$ cat src/rtl/k16_front_panel_pkg.sv
// k16_front_panel_pkg: shared FSM state types, command bit positions and button priority helpers.
package k16_front_panel_pkg;
  typedef enum logic [1:0] {C_IDLE, C_PULSE, C_GAP} cmd_state_t;
  typedef enum logic [1:0] {L_LOAD, L_SHIFT, L_LATCH} led_state_t;
  localparam int NBTN = 7;
  localparam int CMD_STOP = 0;
  localparam int CMD_START = 1;
  localparam int CMD_CONTINUE = 2;
  localparam int CMD_INST_STEP = 3;
  localparam int CMD_EXAMINE = 4;
  localparam int CMD_EXAMINE_NEXT = 5;
  localparam int CMD_DEPOSIT = 6;
  function automatic logic [2:0] first_set(input logic [NBTN-1:0] v);
    first_set = 3'd0;
    for (int i = NBTN - 1; i >= 0; i--) if (v[i]) first_set = 3'(i);
  endfunction
  function automatic logic [15:0] cmd_bit(input logic [2:0] idx);
    return idx == 3'd0 ? 16'd1 << CMD_STOP :
           idx == 3'd1 ? 16'd1 << CMD_START :
           idx == 3'd2 ? 16'd1 << CMD_CONTINUE :
           idx == 3'd3 ? 16'd1 << CMD_INST_STEP :
           idx == 3'd4 ? 16'd1 << CMD_EXAMINE :
           idx == 3'd5 ? 16'd1 << CMD_EXAMINE_NEXT :
           idx == 3'd6 ? 16'd1 << CMD_DEPOSIT : 16'd0;
  endfunction
endpackage

$ cat src/rtl/k16_front_panel_debounce.sv
// k16_debounce: 2-FF synchronizer plus counter debounce for one button, with a one-cycle rise event.
module k16_debounce #(
  parameter int DEBOUNCE_CYCLES = 16
) (
  input  logic clk,
  input  logic reset,
  input  logic d,
  output logic level,
  output logic rise
);
  localparam int CW = $clog2(DEBOUNCE_CYCLES + 1);
  logic [1:0]    r_sync;
  logic [CW-1:0] r_cnt;
  logic          r_level;
  logic          r_level_d;
  always_ff @(posedge clk or negedge reset) begin
    if (!reset) begin
      r_sync    <= '0;
      r_cnt     <= '0;
      r_level   <= 1'b0;
      r_level_d <= 1'b0;
    end else begin
      r_sync    <= {r_sync[0], d};
      r_level_d <= r_level;
      if (r_sync[1] == r_level) r_cnt <= '0;
      else if (r_cnt == CW'(DEBOUNCE_CYCLES)) begin
        r_level <= r_sync[1];
        r_cnt   <= '0;
      end else r_cnt <= r_cnt + 1'b1;
    end
  end
  assign level = r_level;
  assign rise  = r_level & ~r_level_d;
endmodule

$ cat src/rtl/k16_front_panel.sv
// k16_front_panel: debounced console buttons to K16 command pulses, plus serial LED shifter for CPU display words.
module k16_front_panel
  import k16_front_panel_pkg::*;
#(
  parameter int DEBOUNCE_CYCLES = 16,
  parameter int PULSE_CYCLES    = 5,
  parameter int LED_DIV         = 4
) (
  input  logic        clk,
  input  logic        reset,
  input  logic [6:0]  btn,
  input  logic [15:0] sw,
  input  logic [15:0] cpuOutput0,
  input  logic [15:0] cpuOutput1,
  output logic [15:0] cpuInput0,
  output logic [15:0] cpuInput1,
  output logic        cmd_busy,
  output logic        led_sclk,
  output logic        led_sdata,
  output logic        led_latch
);
  localparam int PW = $clog2(PULSE_CYCLES + 1);
  localparam int DW = $clog2(2 * LED_DIV + 1);

  logic [NBTN-1:0] w_level;
  logic [NBTN-1:0] w_rise;
  logic [NBTN-1:0] w_press;

  for (genvar g = 0; g < NBTN; g++) begin : g_db
    k16_debounce #(.DEBOUNCE_CYCLES(DEBOUNCE_CYCLES)) u_db (
      .clk  (clk),
      .reset(reset),
      .d    (btn[g]),
      .level(w_level[g]),
      .rise (w_rise[g])
    );
  end
  assign w_press = w_rise & w_level;

  logic [15:0] r_sw_s1;
  logic [15:0] r_sw_s2;
  always_ff @(posedge clk or negedge reset) begin
    if (!reset) begin
      r_sw_s1 <= '0;
      r_sw_s2 <= '0;
    end else begin
      r_sw_s1 <= sw;
      r_sw_s2 <= r_sw_s1;
    end
  end

  cmd_state_t  r_cs, w_cs_n;
  logic [PW-1:0] r_pcnt, w_pcnt_n;
  logic [15:0] r_in0, w_in0_n;
  logic [15:0] r_in1, w_in1_n;

  always_ff @(posedge clk or negedge reset) begin
    if (!reset) begin
      r_cs   <= C_IDLE;
      r_pcnt <= '0;
      r_in0  <= '0;
      r_in1  <= '0;
    end else begin
      r_cs   <= w_cs_n;
      r_pcnt <= w_pcnt_n;
      r_in0  <= w_in0_n;
      r_in1  <= w_in1_n;
    end
  end

  always_comb begin
    w_cs_n   = r_cs;
    w_pcnt_n = r_pcnt;
    w_in0_n  = r_in0;
    w_in1_n  = r_in1;
    case (r_cs)
      C_IDLE:
        if (|w_press) begin
          w_cs_n   = C_PULSE;
          w_pcnt_n = '0;
          w_in1_n  = cmd_bit(first_set(w_press));
        end else w_in0_n = r_sw_s2;
      C_PULSE:
        if (r_pcnt == PW'(PULSE_CYCLES - 1)) begin
          w_cs_n   = C_GAP;
          w_pcnt_n = '0;
          w_in1_n  = '0;
        end else w_pcnt_n = r_pcnt + 1'b1;
      C_GAP:
        if (r_pcnt == PW'(PULSE_CYCLES - 1)) begin
          w_cs_n   = C_IDLE;
          w_pcnt_n = '0;
        end else w_pcnt_n = r_pcnt + 1'b1;
      default: w_cs_n = C_IDLE;
    endcase
  end

  assign cpuInput0 = r_in0;
  assign cpuInput1 = r_in1;
  assign cmd_busy  = r_cs != C_IDLE;

  led_state_t  r_ls, w_ls_n;
  logic [31:0] r_sh, w_sh_n;
  logic [DW-1:0] r_div, w_div_n;
  logic [4:0]  r_bit, w_bit_n;

  always_ff @(posedge clk or negedge reset) begin
    if (!reset) begin
      r_ls  <= L_LOAD;
      r_sh  <= '0;
      r_div <= '0;
      r_bit <= '0;
    end else begin
      r_ls  <= w_ls_n;
      r_sh  <= w_sh_n;
      r_div <= w_div_n;
      r_bit <= w_bit_n;
    end
  end

  always_comb begin
    w_ls_n  = r_ls;
    w_sh_n  = r_sh;
    w_div_n = r_div;
    w_bit_n = r_bit;
    case (r_ls)
      L_LOAD: begin
        w_ls_n  = L_SHIFT;
        w_sh_n  = {cpuOutput1, cpuOutput0};
        w_div_n = '0;
        w_bit_n = '0;
      end
      L_SHIFT:
        if (r_div == DW'(2 * LED_DIV - 1)) begin
          w_div_n = '0;
          w_sh_n  = {r_sh[30:0], 1'b0};
          w_bit_n = r_bit + 1'b1;
          w_ls_n  = r_bit == 5'd31 ? L_LATCH : L_SHIFT;
        end else w_div_n = r_div + 1'b1;
      L_LATCH:
        if (r_div == DW'(LED_DIV - 1)) w_ls_n = L_LOAD;
        else w_div_n = r_div + 1'b1;
      default: w_ls_n = L_LOAD;
    endcase
  end

  // Clock low for the first half of each bit period so data is stable at its rising edge.
  assign led_sdata = (r_ls == L_SHIFT) && r_sh[31];
  assign led_sclk  = (r_ls == L_SHIFT) && (r_div >= DW'(LED_DIV));
  assign led_latch = r_ls == L_LATCH;
endmodule

$ cat config.mk
export PLATFORM = sky130hd
export DESIGN_NAME = k16_front_panel
export DESIGN_NICKNAME = d
export VERILOG_FILES = /design/src/rtl/k16_front_panel_pkg.sv /design/src/rtl/k16_front_panel_debounce.sv /design/src/rtl/k16_front_panel.sv
export SDC_FILE = /design/constraint.sdc
export NUM_CORES = 1
export LEC_CHECK = 0
export BUFFER_PORTS_ARGS = -buffer_cell sky130_fd_sc_hd__buf_2
export CAP_MARGIN = 20
export CORE_MARGIN = 8
export CORE_UTILIZATION = 57
export DETAILED_ROUTE_END_ITERATION = 7
export GPL_TIMING_DRIVEN = 0
export PLACE_DENSITY = 0.91
export SYNTH_ARGS = -nofsm -noshare
export SYNTH_HDL_FRONTEND = slang
export SYNTH_SLANG_ARGS = --single-unit
$ cat constraint.sdc
create_clock -name clk -period 2.5 [get_ports clk]
set_input_delay 0.75 -clock clk [delete_from_list [all_inputs] [get_ports clk]]
set_output_delay 0.75 -clock clk [all_outputs]
set_load 0.02 [all_outputs]
-- Yosys cells after proc, flatten, opt, wreduce, memory -nomap -nowiden
Index checks and enable logic that the tools add are counted.
- $add $sub $neg: 10
- magnitude comparators: 1
- eq/ne operators: 34
- mux-type cells: 51
- bitwise gates (word level): 23
- reduce and logical (&&, ||, !) cells: 26
- operator list (operator ; count):
    5-bit 2-to-1 mux ; 15
    32-bit one-hot mux with 2 select lines ; 1
    7-bit 2-to-1 mux ; 7
    5-bit by 1-bit adder with 5-bit output (second input constant) ; 8
    5-bit == test (second input constant) ; 8
    3-bit 2-to-1 mux ; 11
    16-bit 2-to-1 mux ; 2
    32-bit 2-to-1 mux ; 1
    16-bit one-hot mux with 2 select lines ; 1
    2-bit AND reduction ; 12
    1-bit NOT ; 15
    3-bit == test (second input constant) ; 4
    2-bit 2-to-1 mux ; 6
    2-bit one-hot mux with 3 select lines ; 2
    4-bit one-hot mux with 3 select lines ; 1
    2-bit inequality test (second input constant) ; 5
    5-bit one-hot mux with 2 select lines ; 1
    4-bit 2-to-1 mux ; 2
    2-bit nonzero test ; 4
    1-bit bitwise AND ; 7
    7-bit bitwise AND ; 1
    1-bit == test ; 7
    7-bit OR reduction ; 1
    3-bit by 2-bit == test with 1-bit output (second input constant) ; 2
    other kinds (16) ; 21
- register bits after elaboration: 175
- bits of input ports: 57
- word-level logic and storage cells: 183

-- Logic depth before layout (Yosys ltp)
- depth in word-level cells: 22
- mapped depth: 9
- mapped depth without buffers: 6

-- Hierarchy
Synthesis repeated with hierarchy kept, for this count alone.
- cells, all modules: 559
- area, all modules: 6936.7 um2
- modules (own cells, without submodules) (module ; instances ; cells an instance ; area each (um2) ; sequential area each (um2)):
    k16_front_panel ; 1 ; 356 ; 4414.2 ; 2577.5
    k16_debounce ; 7 ; 29 ; 360.3 ; 225.2

-- Worst setup path before layout
No wires, ideal clock.
- path type: reg2out
- start: register r_ls[1]
- end: output led_sdata
- arrival time: 1373 ps
- slack: 377 ps
- stages on the path, launching flop included: 7
- path buffers: 3
- cell sequence: dfrtp_1 > inv_1 > ha_1 > buf_2 > buf_4 > buf_2 > and2_1
- longest elaborated chain between the ends: 2
- ends and longest elaborated chain (item ; RTL line ; source):
    from (decl) ; k16_front_panel.sv:102 ; led_state_t r_ls, w_ls_n;
    from (signal assigned) ; k16_front_panel.sv:114 ; r_ls <= w_ls_n;
    2-bit by 1-bit == test with 1-bit output ; k16_front_panel.sv:148 ; assign led_sdata = (r_ls == L_SHIFT) && r_sh[31];
    1-bit logical AND ; k16_front_panel.sv:148 ;
    to (decl) ; k16_front_panel.sv:19 ; output logic led_sdata,
No other way between the ends.

-- Worst setup path after layout
Same ends and word-level chain as after synthesis.

==> flow_summary.toml <==
[layout]
fin_util_pct = 68.18
stdcell_area_um2 = 8087
diodes = 0
fin_nets = 744
multi_input_area_um2 = 2464
regArea_um2 = 4154
final_cells = 820
n_fill_cell = 815
drive_above_1_share_pct = 24.37
area_growth_pct = 18.24

[setup_path]
crit_path_end_kind = "primary output"
rrSetupSlack_ns = 0.55
r2r-start = "r_cs[0]$_DFFE_PN0P_"
path_depth = 6
cp_slowest_stage_delay_ns = 0.41
crit_slowest_cell = "dfrtp_1"
cp-start-kind = "flip-flop"
critical_path.top_delay_family = "buffers and inverters"
arrival_ns = 1.67
r2r_cells = 6
cp_cell_sequence = "inv_2 > ha_1 > buf_4 > buf_12 > and2_1 > buf_2"
critPathKind = "flip-flop to primary output"
critPathBufInv = 4
cp.required_ns = 1.75
r2r_end = "cpuInput0[7]$_DFFE_PN0P_"
critical_path_peak_fanout = 5

[sta]
rsz0062_at_grt = "false"
slew_headroom_pct = 43.90
fmax_mhz = 412.6
finalMaxSlewViolations = 0
timing.final.crit_share_pct = 96.94
finalSetupViolations = 0
holdWs_ns = 0.3475
worst_pin_slew_ns = 0.8415
post-route-min-period_ns = 2.423
hold_viol_final = 0
skew_ns = 0.006911

[placed_design]
placed_area_um2 = 7502
place.detailed.hpwl_mm = 9.397
dp_cells = 787
gp_congestion = 0.8064
port-buffer-count = 83

[route]
dr.pass1.iters = 4
vias_per_cell = 5.334
drt_iter0_drc = 280
vias = 4374
routed_wirelength_mm = 12.84
postRouteAntennaNets = 0
drc = 0
wire_per_inst_um = 15.66

[yosys]
ys_types = 46
synth_edf_count = 0
syn_area_per_cell_um2 = 12.48
ys_ff_latch = 166
synthArstFlopShare_pct = 100.0
yosysSeqAreaShare_pct = 60.74
synth_top_flop_cell = "dfrtp_1"
synth_cells = 548
syn-cell-area_um2 = 6839
yosys_warnings = 0

[clock_network]
cts_tree = "done"
htreeDepth = 4
cts.clk_slew.worst_paths_ns = 0.07
cts_sinks = 166
clock-root-buffer = "clkbuf_16"
clockBufferDepth = 2
cts_buffers = 17
clock_latency_ns = 0.43

[global_routing]
gr-total-overflow = 0
grt_pass1_vias = 4850
grt_max_degree = 96
antenna_found_initial = 0
track_usage_pct = 17.81
grt_pass1_wl_mm = 22.76

[floorplan]
die_x_um = 125.5
die_area_um2 = 15760
initial_core_util_pct = 57.66
rows = 40
ioPinCount = 93
die_h_um = 125.5
core_area_um2 = 11860

[min_path]
hold_end = "r_sw_s2[0]$_DFF_PN0_"
min-delay-start = "r_sw_s1[0]$_DFF_PN0_"
hold_path_depth = 0
hold_path_class = "flip-flop to flip-flop"

[pwr]
seq_power_share_pct = 45.0
pwr-share-clk_pct = 35.9
ir_drop_uv = 710.9
p_switching_mw = 2.100
swShare_pct = 30.40
leakage_nw = 4.176
internal-power_mw = 4.807
cellPowerDensity_nw_per_um2 = 854.2
combPwrFrac_pct = 19.1

[job]
cap_violations = 0

[outcome]
status = "completed"
[worst max-delay path by stage]
stage	start	end	slack, ns
after floorplan	r_ls[1]$_DFFE_PN0P_	led_sdata	0.38
after global placement	reset	r_sh[27]$_DFFE_PN0P_	-1.64
after detailed placement	r_ls[1]$_DFFE_PN0P_	led_sdata	0.10
after CTS	r_ls[1]$_DFFE_PN0P_	led_sdata	0.03
after global routing	r_ls[1]$_DFFE_PN0P_	led_sdata	0.01
final	r_ls[1]$_DFFE_PN0P_	led_sdata	0.08
[layer usage]
| layer | global-route usage (%) | vias up | share of wire (%) |
|---|---|---|---|
| li1 | - | 2066 | - |
| met4 | 6.734 | 0 | 1.4 |
| met1 | 20.96 | 2176 | 43 |
| met3 | 6.970 | 18 | 6.1 |
| met5 | 0 | - | 0 |
| met2 | 28.89 | 114 | 50 |
[cell type report]
class | count | share of cell area [%]
timing repair buffer | 86 | 5.740
multi-input combinational | 343 | 30.47
buffer | 22 | 2.120
clock buffer | 17 | 5.261
clock inverter | 15 | 1.656
tap | 147 | 2.274
inverter | 24 | 1.114
sequential | 166 | 51.37
[cell usage in the layout (no fill, tap or decap), drive strengths merged, types with 5 or more instances in the layout]
| cell | netlist | final |
|---|---|---|
| mux2 | 26 | 26 |
| o21ai | 41 | 41 |
| a32o | 6 | 6 |
| conb | 1 | 9 |
| buf | 21 | 106 |
| inv | 24 | 36 |
| nand3 | 18 | 18 |
| nand2 | 53 | 53 |
| mux2i | 32 | 32 |
| clkbuf | 2 | 19 |
| nor3 | 5 | 5 |
| nand2b | 10 | 10 |
| nor2 | 34 | 34 |
| ha | 27 | 27 |
| xnor2 | 11 | 11 |
| dfrtp | 166 | 166 |
| and2 | 9 | 9 |
| xor2 | 21 | 21 |
[cell usage after synthesis, drive strengths merged, types with 2 or more instances]
| cell | count | area (um^2) |
|---|---|---|
| a21oi | 4 | 20.02 |
| a22o | 4 | 35.03 |
| a22oi | 2 | 15.01 |
| a32o | 6 | 60.06 |
| and2 | 9 | 56.30 |
| and3 | 3 | 18.77 |
| buf | 21 | 151.4 |
| clkbuf | 2 | 10.01 |
| dfrtp | 166 | 4154 |
| ha | 27 | 337.8 |
| inv | 24 | 90.09 |
| mux2 | 26 | 292.8 |
| mux2i | 32 | 320.3 |
| nand2 | 53 | 198.9 |
| nand2b | 10 | 70.07 |
| nand3 | 18 | 90.09 |
| nand4 | 3 | 48.80 |
| nand4bb | 3 | 33.78 |
| nor2 | 34 | 151.4 |
| nor2b | 3 | 18.77 |
| nor3 | 5 | 25.02 |
| o21a | 2 | 15.01 |
| o21ai | 41 | 205.2 |
| o2bb2ai | 3 | 26.28 |
| o31ai | 4 | 30.03 |
| xnor2 | 11 | 96.34 |
| xor2 | 21 | 183.9 |
[flip-flops by register name, indices dropped and copies added (netlist names), 3 cells and up]
register,cells
r_sw_s2,16
r_sh,32
cpuInput0,16
r_div,4
g_db.u_db.level,7
g_db.u_db.r_sync,14
cpuInput1,7
r_sw_s1,16
g_db.u_db.r_cnt,35
r_pcnt,3
r_bit,5
g_db.u_db.r_level_d,7
[worst reg2reg max path: cells and delay by family, from the launching register on]
kind / cells / cell delay (ns)
flip-flops: 1 / 0.40
AND/OR/NAND/NOR: 2 / 0.47
adder cells (fa/ha/maj): 1 / 0.29
buffers and inverters: 2 / 0.34
multiplexers: 1 / 0.34
[power by group through the flow]
stage	clock, mW	sequential (mW)	combinational (mW)
floorplan	0	3.29	0.722
global placement	0	3.13	1.27
detailed placement	0	3.16	1.33
CTS	2.54	3.11	1.35
global route	2.65	3.14	1.47
finish	2.48	3.11	1.32
[stage by stage]
stage / power, mW / setup TNS, ns / worst slack (ns)
final: 6.907 / 0 / 0.07657
after global routing: 7.263 / 0 / 0.01440
after CTS: 7.003 / 0 / 0.03302
after detailed placement: 4.491 / 0 / 0.1001
after global placement: 4.399 / -270.04 / -1.640
after floorplan: 4.011 / 0 / 0.3769
[cells by family after synthesis]
logic type,after synthesis,share of synthesized area [%]
XOR/XNOR,32,4.098
buffers and inverters,47,3.677
flip-flops,166,60.74
adder cells (fa/ha/maj),27,4.940
AO/OA/AOI/OAI,72,6.641
multiplexers,58,8.965
other,1,0.05483
AND/OR/NAND/NOR,145,10.89
[timing repair]
| item | in CTS | in global routing |
|---|---|---|
| setup buffers | 2 | 0 |
| setup endpoints to repair | 2 | 2 |
| hold buffers | 0 | 0 |
| gates resized for setup | 3 | 3 |
Note: power is estimated with default switching activity, not from simulation.
